**config.mk**
```make
export PLATFORM = sky130hd
export DESIGN_NAME = ctrl_resolve_redirect
export DESIGN_NICKNAME = d
export VERILOG_FILES = /design/src/rtl/ctrl_resolve_redirect.sv
export SDC_FILE = /design/constraint.sdc
export NUM_CORES = 1
export LEC_CHECK = 0
export ABC_AREA = 1
export CORE_MARGIN = 5
export CORE_UTILIZATION = 50
export CTS_BUF_LIST = sky130_fd_sc_hd__clkbuf_2
export CTS_CLUSTER_SIZE = 40
export DETAILED_ROUTE_END_ITERATION = 10
export HOLD_SLACK_MARGIN = 0.08
export PLACE_DENSITY = 0.82
export SETUP_SLACK_MARGIN = 0.05
export SYNTH_ARGS = -nofsm -noshare
export SYNTH_HDL_FRONTEND = slang
export SYNTH_SLANG_ARGS = --single-unit
```
**constraint.sdc**
```tcl
create_clock -name clk -period 12.38 [get_ports clk]
set_input_delay 3.714 -clock clk [delete_from_list [all_inputs] [get_ports clk]]
set_output_delay 3.714 -clock clk [all_outputs]
set_load 0.1 [all_outputs]
```
**src/rtl/ctrl_resolve_redirect.sv**
```systemverilog
// ctrl_resolve_redirect
// Branch-resolution stage behind the control-ALU. It does two things:
//   - Holds the oldest pending misprediction as a redirect request to fetch.
//     Age is measured relative to the ROB head. The request is held until
//     fetch accepts it, a full flush clears it, or an older misprediction
//     replaces it.
//   - Queues resolved conditional-branch outcomes in a small FIFO that feeds
//     the predictor/BTB update port. Pushes that arrive while the FIFO is
//     full are dropped and counted.
// Ports:
//   clk, reset          clock, asynchronous active-high reset
//   exe*_i              resolved control instruction from the control-ALU
//   robHead_i           ROB head index, the reference point for age
//   flush_i             full pipeline flush
//   redirect*_o / redirectReady_i   redirect handshake to fetch
//   upd*_o / updReady_i             predictor-update FIFO head handshake
//   updDropCnt_o        saturating count of dropped updates
module ctrl_resolve_redirect #(
  parameter int unsigned SIZE_PC      = 32,
  parameter int unsigned SIZE_ROB_LOG = 7,
  parameter int unsigned UPD_DEPTH    = 4
) (
  input  logic                    clk,
  input  logic                    reset,
  input  logic                    exeValid_i,
  input  logic [SIZE_PC-1:0]      exePC_i,
  input  logic [SIZE_PC-1:0]      exeNextPC_i,
  input  logic                    exeDirection_i,
  input  logic [7:0]              exeFlags_i,
  input  logic [SIZE_ROB_LOG-1:0] exeRobId_i,
  input  logic [SIZE_ROB_LOG-1:0] robHead_i,
  input  logic                    flush_i,
  output logic                    redirectValid_o,
  output logic [SIZE_PC-1:0]      redirectPC_o,
  output logic [SIZE_ROB_LOG-1:0] redirectRobId_o,
  input  logic                    redirectReady_i,
  output logic                    updValid_o,
  output logic [SIZE_PC-1:0]      updPC_o,
  output logic [SIZE_PC-1:0]      updTarget_o,
  output logic                    updDir_o,
  input  logic                    updReady_i,
  output logic [7:0]              updDropCnt_o
);

  localparam int unsigned PTR_W = $clog2(UPD_DEPTH);
  localparam int unsigned CNT_W = PTR_W + 1;

  typedef struct packed {
    logic [SIZE_PC-1:0] pc;
    logic [SIZE_PC-1:0] target;
    logic               dir;
  } upd_entry_t;

  // Flag bits this stage does not consume.
  logic unused_flags;
  assign unused_flags = ^{exeFlags_i[7:6], exeFlags_i[4:3], exeFlags_i[1]};

  // ---------------------------------------------------------------------------
  // Redirect register
  // ---------------------------------------------------------------------------
  logic                    redir_valid_q;
  logic [SIZE_PC-1:0]      redir_pc_q;
  logic [SIZE_ROB_LOG-1:0] redir_rob_q;

  logic                    cand_c;
  logic                    accept_c;
  logic                    older_c;
  logic                    load_c;
  logic [SIZE_ROB_LOG-1:0] cand_age_c;
  logic [SIZE_ROB_LOG-1:0] held_age_c;

  // Age is the modular distance from the ROB head; the subtraction wraps at
  // the tag width.
  assign cand_age_c = exeRobId_i - robHead_i;
  assign held_age_c = redir_rob_q - robHead_i;

  assign cand_c   = exeValid_i & exeFlags_i[0] & exeFlags_i[5];
  assign accept_c = redir_valid_q & redirectReady_i;
  assign older_c  = cand_age_c < held_age_c;
  assign load_c   = cand_c & (~redir_valid_q | accept_c | older_c);

  // A flush beats a load and an accept. A load beats an accept, so valid
  // stays set across a same-cycle accept plus a new misprediction.
  always_ff @(posedge clk or posedge reset) begin
    if (reset) begin
      redir_valid_q <= 1'b0;
      redir_pc_q    <= '0;
      redir_rob_q   <= '0;
    end else if (flush_i) begin
      redir_valid_q <= 1'b0;
    end else if (load_c) begin
      redir_valid_q <= 1'b1;
      redir_pc_q    <= exeNextPC_i;
      redir_rob_q   <= exeRobId_i;
    end else if (accept_c) begin
      redir_valid_q <= 1'b0;
    end
  end

  assign redirectValid_o = redir_valid_q;
  assign redirectPC_o    = redir_pc_q;
  assign redirectRobId_o = redir_rob_q;

  // ---------------------------------------------------------------------------
  // Predictor-update FIFO
  // ---------------------------------------------------------------------------
  upd_entry_t       mem_q [UPD_DEPTH];
  logic [PTR_W-1:0] wr_ptr_q;
  logic [PTR_W-1:0] rd_ptr_q;
  logic [CNT_W-1:0] cnt_q;
  logic [7:0]       drop_cnt_q;

  logic push_req_c;
  logic pop_c;
  logic full_c;
  logic do_push_c;
  logic drop_c;

  assign push_req_c = exeValid_i & exeFlags_i[2];
  assign pop_c      = (cnt_q != '0) & updReady_i;
  assign full_c     = cnt_q == CNT_W'(UPD_DEPTH);
  // A pop in the same cycle frees the slot a full FIFO needs for the push.
  assign do_push_c  = push_req_c & (~full_c | pop_c);
  assign drop_c     = push_req_c & full_c & ~pop_c;

  // Entry storage is reset so the head outputs read zero out of reset.
  always_ff @(posedge clk or posedge reset) begin
    if (reset) begin
      for (int unsigned i = 0; i < UPD_DEPTH; i++) begin
        mem_q[i] <= '0;
      end
    end else if (do_push_c) begin
      mem_q[wr_ptr_q] <= '{pc: exePC_i, target: exeNextPC_i, dir: exeDirection_i};
    end
  end

  // Pointers wrap naturally because the depth is a power of two.
  always_ff @(posedge clk or posedge reset) begin
    if (reset) begin
      wr_ptr_q   <= '0;
      rd_ptr_q   <= '0;
      cnt_q      <= '0;
      drop_cnt_q <= '0;
    end else begin
      if (do_push_c) begin
        wr_ptr_q <= wr_ptr_q + PTR_W'(1);
      end
      if (pop_c) begin
        rd_ptr_q <= rd_ptr_q + PTR_W'(1);
      end
      if (do_push_c && !pop_c) begin
        cnt_q <= cnt_q + CNT_W'(1);
      end else if (!do_push_c && pop_c) begin
        cnt_q <= cnt_q - CNT_W'(1);
      end
      if (drop_c && (drop_cnt_q != 8'hFF)) begin
        drop_cnt_q <= drop_cnt_q + 8'd1;
      end
    end
  end

  // Head outputs come straight from flops through the read-pointer mux.
  assign updValid_o   = cnt_q != '0;
  assign updPC_o      = mem_q[rd_ptr_q].pc;
  assign updTarget_o  = mem_q[rd_ptr_q].target;
  assign updDir_o     = mem_q[rd_ptr_q].dir;
  assign updDropCnt_o = drop_cnt_q;

endmodule
```
# Word level (Yosys, flattened, before mapping)
# Index checks and enable logic that the tools add are counted.
[totals] regBits=315 out_inout_bits=114 word_cells=71
[classes] addsub=7 magnitude_cmp=4 eq_ne=2 mux=11 bitwise=18 reduce_logical=10
[op_table] op="$bwmux W260" count=1
[op_table] op="$mux W65" count=3
[op_table] op="$bmux W65 S2" count=1
[op_table] op="$demux W65 S2" count=1
[op_table] op="$sub A7 B7 Y7" count=2
[op_table] op="$and A1 B1 Y1" count=9
[op_table] op="$add A8 B1 Y8 const B" count=1
[op_table] op="$ne A8 B8 Y1 const B" count=1
[op_table] op="$lt A7 B7 Y1" count=1
[op_table] op="$ge A3 B3 Y1 const B" count=2
[op_table] op="$mux W3" count=2
[op_table] op="$not A2 Y3" count=2
[op_table] op="$reduce_bool A3 Y1" count=2
[op_table] op="$add A2 B1 Y2 const B" count=2
[op_table] op="$logic_and A1 B1 Y1" count=4
[op_table] op="$not A1 Y1" count=4
[op_table] op="$add A3 B1 Y3 const B" count=1
[op_table] op="$eq A3 B3 Y1 const B" count=1
[op_table] op="$lt A3 B1 Y1 const B" count=1
[op_table] op="$mux W1" count=3
[op_table] op="$or A1 B1 Y1" count=3
[op_table] op="$sub A3 B1 Y3 const B" count=1
[op_table] op="$logic_not A1 Y1" count=2
[op_table] op="$reduce_and A2 Y1" count=1
[op_table] op="$reduce_bool A2 Y1" count=1

# Logic depth before layout (Yosys ltp)
[depth] ltp_word=8 depth_mapped=18

# Least setup slack after synthesis
# No wires, ideal clock.
[synth_path] path_type="register -> output" from="register rd_ptr_q[0]" to="output port updPC_o[26]" arrival_ns=2.514 required_ns=8.666 slack_ns=6.152 stages_incl_launch_ff=6 cell_sequence="dfrtp_1 inv_1 buf_2 clkbuf_1 o21ai_0 o22ai_1"
[synth_between] elab_chain_len=4
[synth_lines] element="from (decl)" line_no="109" text="logic [PTR_W-1:0] rd_ptr_q;"
[synth_lines] element="from (signal assigned)" line_no="149" text="rd_ptr_q <= rd_ptr_q + PTR_W'(1);"
[synth_lines] element="$not A2 Y3 (implied by the code)" line_no="164" text="assign updPC_o = mem_q[rd_ptr_q].pc;"
[synth_lines] element="$bmux W65 S2" line_no="164"
[synth_lines] element="$mux W65 (2 in series)"
[synth_lines] element="to (decl)" line_no="38" text="output logic [SIZE_PC-1:0] updPC_o,"
# Every way passes these cells. The select of a mux whose other input is x is not followed.

# Worst setup path after layout
[layout_path] from="register rd_ptr_q[0]" to="output port updDir_o"
[layout_between] elab_chain_len=4
[layout_lines] element="$not A2 Y3 (implied by the code)" line_no="166" text="assign updDir_o = mem_q[rd_ptr_q].dir;"
[layout_lines] element="$bmux W65 S2" line_no="166"
[layout_lines] element="$mux W65 (implied by the code) (2 in series)" line_no="166"
[layout_lines] element="to (decl)" line_no="40" text="output logic updDir_o,"
# Every way passes these cells. The select of a mux whose other input is x is not followed.

==> results.json <==
{
  "status": "finished clean",
  "cts_setup_buffers": 0,
  "synth.ff_latch_count": 315,
  "final_cell_mix": "nand2_1 (651), dfrtp_1 (313), o21ai_0 (215)",
  "syn2layout_area_growth_pct": 18.2,
  "start_util_pct": 50.9,
  "clock-sinks": 315,
  "clock-root-buffer": "clkbuf_2",
  "tns_ns": 0,
  "grt_usage_pct": 25.9,
  "slowest_stage": "clkdlybuf4s50_1",
  "synth_nets": 1986,
  "hp-class": "reg -> reg",
  "wl_um": 44100,
  "place.gp.congestion": 0.801,
  "hp-start": "mem_q[163]",
  "ios": 207,
  "synth_cell_types": 30,
  "end_kind": "primary output",
  "reg2reg_slack_ns": 8.75,
  "multiInputGateArea_mm2": 0.00637,
  "min_path_cells": 2,
  "skew_ns": 0.0977,
  "netlist_area_mm2": 0.0151,
  "required_ns": 8.67,
  "hold_buffers": 0,
  "slowest_delay_ns": 1.27,
  "max-cap-violations": 0,
  "grt_first_pass_wirelength_um": 71300,
  "core_area_mm2": 0.0297,
  "slew_viol_final": 0,
  "clkLatencyLatePin_ns": 0.91,
  "worstSetupPathType": "reg -> out",
  "antenna_found_initial": 1,
  "clockBufferDepth": 3,
  "r2r-end": "mem_q[24]",
  "viasPerCell": 5.62,
  "period_minus_slack_ns": 8.27,
  "cts_made_buffers": 84,
  "dr_total_vias": 14000,
  "postSynthCellCount": 1866,
  "cts_resized": 0,
  "final_common_cell": "nand2_1",
  "setup_viol": 0,
  "die_w_um": 184,
  "hpwl_um": 25300,
  "hold_end": "mem_q[163]",
  "register_area_mm2": 0.00789,
  "period_share_pct": 66.8,
  "ant_nets": 0,
  "worst_pin_slew_ns": 1.14,
  "tritoncts": "yes",
  "globalRoute.totalOverflow": 0,
  "cp_cell_sequence": "inv_4 -> buf_4 -> o21ai_0 -> o22ai_1 -> clkdlybuf4s50_1",
  "dr.pass1.iters": 5,
  "io_buffers": 201,
  "cp_max_fo": 81,
  "drc": 0,
  "die_h_um": 184,
  "dp_slack_ns": 4.99,
  "ys_seq_area_share_pct": 52.1,
  "rsz0062_at_grt": "no",
  "r2r_cells": 7,
  "grt_pass1_vias": 14200,
  "fill_cells": 2572,
  "worstPathArrival_ns": 4.56,
  "drt_iter0_markers": 1346,
  "crit_family": "buffers and inverters",
  "r2r_start": "cnt_q[0]",
  "hold_viol_final": 0,
  "grt_start_max_net_pins": 96,
  "crit_start": "rd_ptr_q[0]",
  "hold_slack_ns": 0.480,
  "fin_nets": 2156,
  "setup_ws_ns": 4.11,
  "fp.dieArea_mm2": 0.0338,
  "drive_gt1_share_pct": 8.22,
  "avgSynthCellArea_um2": 8.10,
  "ys_warn_count": 0,
  "path_buf_inv": 3,
  "wire_per_inst_um": 17.8,
  "start_kind": "flip-flop",
  "clk_pin_slew_ns": 0.08,
  "placementRows": 63,
  "slew_headroom_pct": 23.8,
  "htreeDepth": 3,
  "timing.fmax_mhz": 121
}
[cell type report]
class | instances | area share [%]
Sequential cell | 315 | 44.1
Multi-Input combinational cell | 1374 | 35.6
Timing Repair Buffer | 223 | 12.2
Clock buffer | 117 | 3.28
Tap cell | 390 | 2.73
Clock inverter | 26 | 1.23
Inverter | 38 | 0.833
Antenna cell | 1 | 0.0140
[logic make-up after synthesis]
family / after synthesis / synth area share, %
buffers and inverters: 177 / 6.07
DFF: 315 / 52.1
muxes: 1 / 0.0745
xor gates and xnor gates: 22 / 1.27
and+or+nand+nor: 847 / 21.6
AOI/OAI and AO/OA: 477 / 16.5
adders and majority gates: 27 / 2.38
[per-stage QoR]
stage | cell area, um2 | utilization (%) | instances
global route | 17900 | 60.2 | 2484
finish | 17900 | 60.2 | 2484
floorplan | 15100 | - | 1866
global placement | 17100 | 57.4 | 2340
CTS | 17900 | 60.1 | 2483
detailed placement | 17100 | 57.4 | 2340
[per-layer routing]
| layer | GRT usage, % | wire length (um) | share of wire [%] |
|---|---|---|---|
| met3 | 6.79 | 4510 | 10 |
| met1 | 33.4 | 17800 | 40 |
| met5 | 0 | 0 | 0 |
| met4 | 9.32 | 971 | 2.2 |
| met2 | 42.3 | 20900 | 47 |
[tightest hold or removal path, delay by kind of cell, from the launching register on]
kind	cells	cell delay [ns]
DFF	1	0.34
AOI/OAI and AO/OA	1	0.06
and+or+nand+nor	1	0.05
[registers in the layout (all words and copies together), names as in the netlist]
register         flops
redirectPC_o        32
cnt_q                3
mem_q              260
updDropCnt_o         8
rd_ptr_q             2
redirectRobId_o      7
redirectValid_o      1
wr_ptr_q             2
[worst max-delay path by stage]
stage	endpoint	slack, ns	cells after the start
after floorplan	cnt_q[0]	4.47	1
after global placement	updTarget_o[31]	5.00	5
after detailed placement	updPC_o[12]	4.99	5
after CTS	updPC_o[12]	4.09	5
after global routing	updPC_o[10]	3.88	5
final	updDir_o	4.11	5
[Yosys cell counts (all sizes together)]
| library cell | count | area (um2) |
|---|---|---|
| o22ai | 65 | 407 |
| nor2 | 144 | 541 |
| nand2 | 651 | 2440 |
| o211ai | 1 | 7.51 |
| clkbuf | 75 | 282 |
| o21ai | 396 | 1990 |
| inv | 38 | 143 |
| a21oi | 9 | 45.0 |
| xnor2 | 8 | 70.1 |
| o21bai | 1 | 7.51 |
| xor2 | 14 | 123 |
| nor3 | 1 | 5.00 |
| fa | 3 | 60.1 |
| dfrtp | 315 | 7880 |
| nand3 | 45 | 230 |
| mux2 | 1 | 11.3 |
| buf | 64 | 494 |
| ha | 24 | 300 |
| a21o | 2 | 15.0 |
| a31oi | 3 | 18.8 |
| nand3b | 1 | 7.51 |
| nand4 | 4 | 25.0 |
| nor3b | 1 | 12.5 |
Power is not shown: default switching activity piles up to over one toggle a cycle in this logic, so the estimate is an artifact.
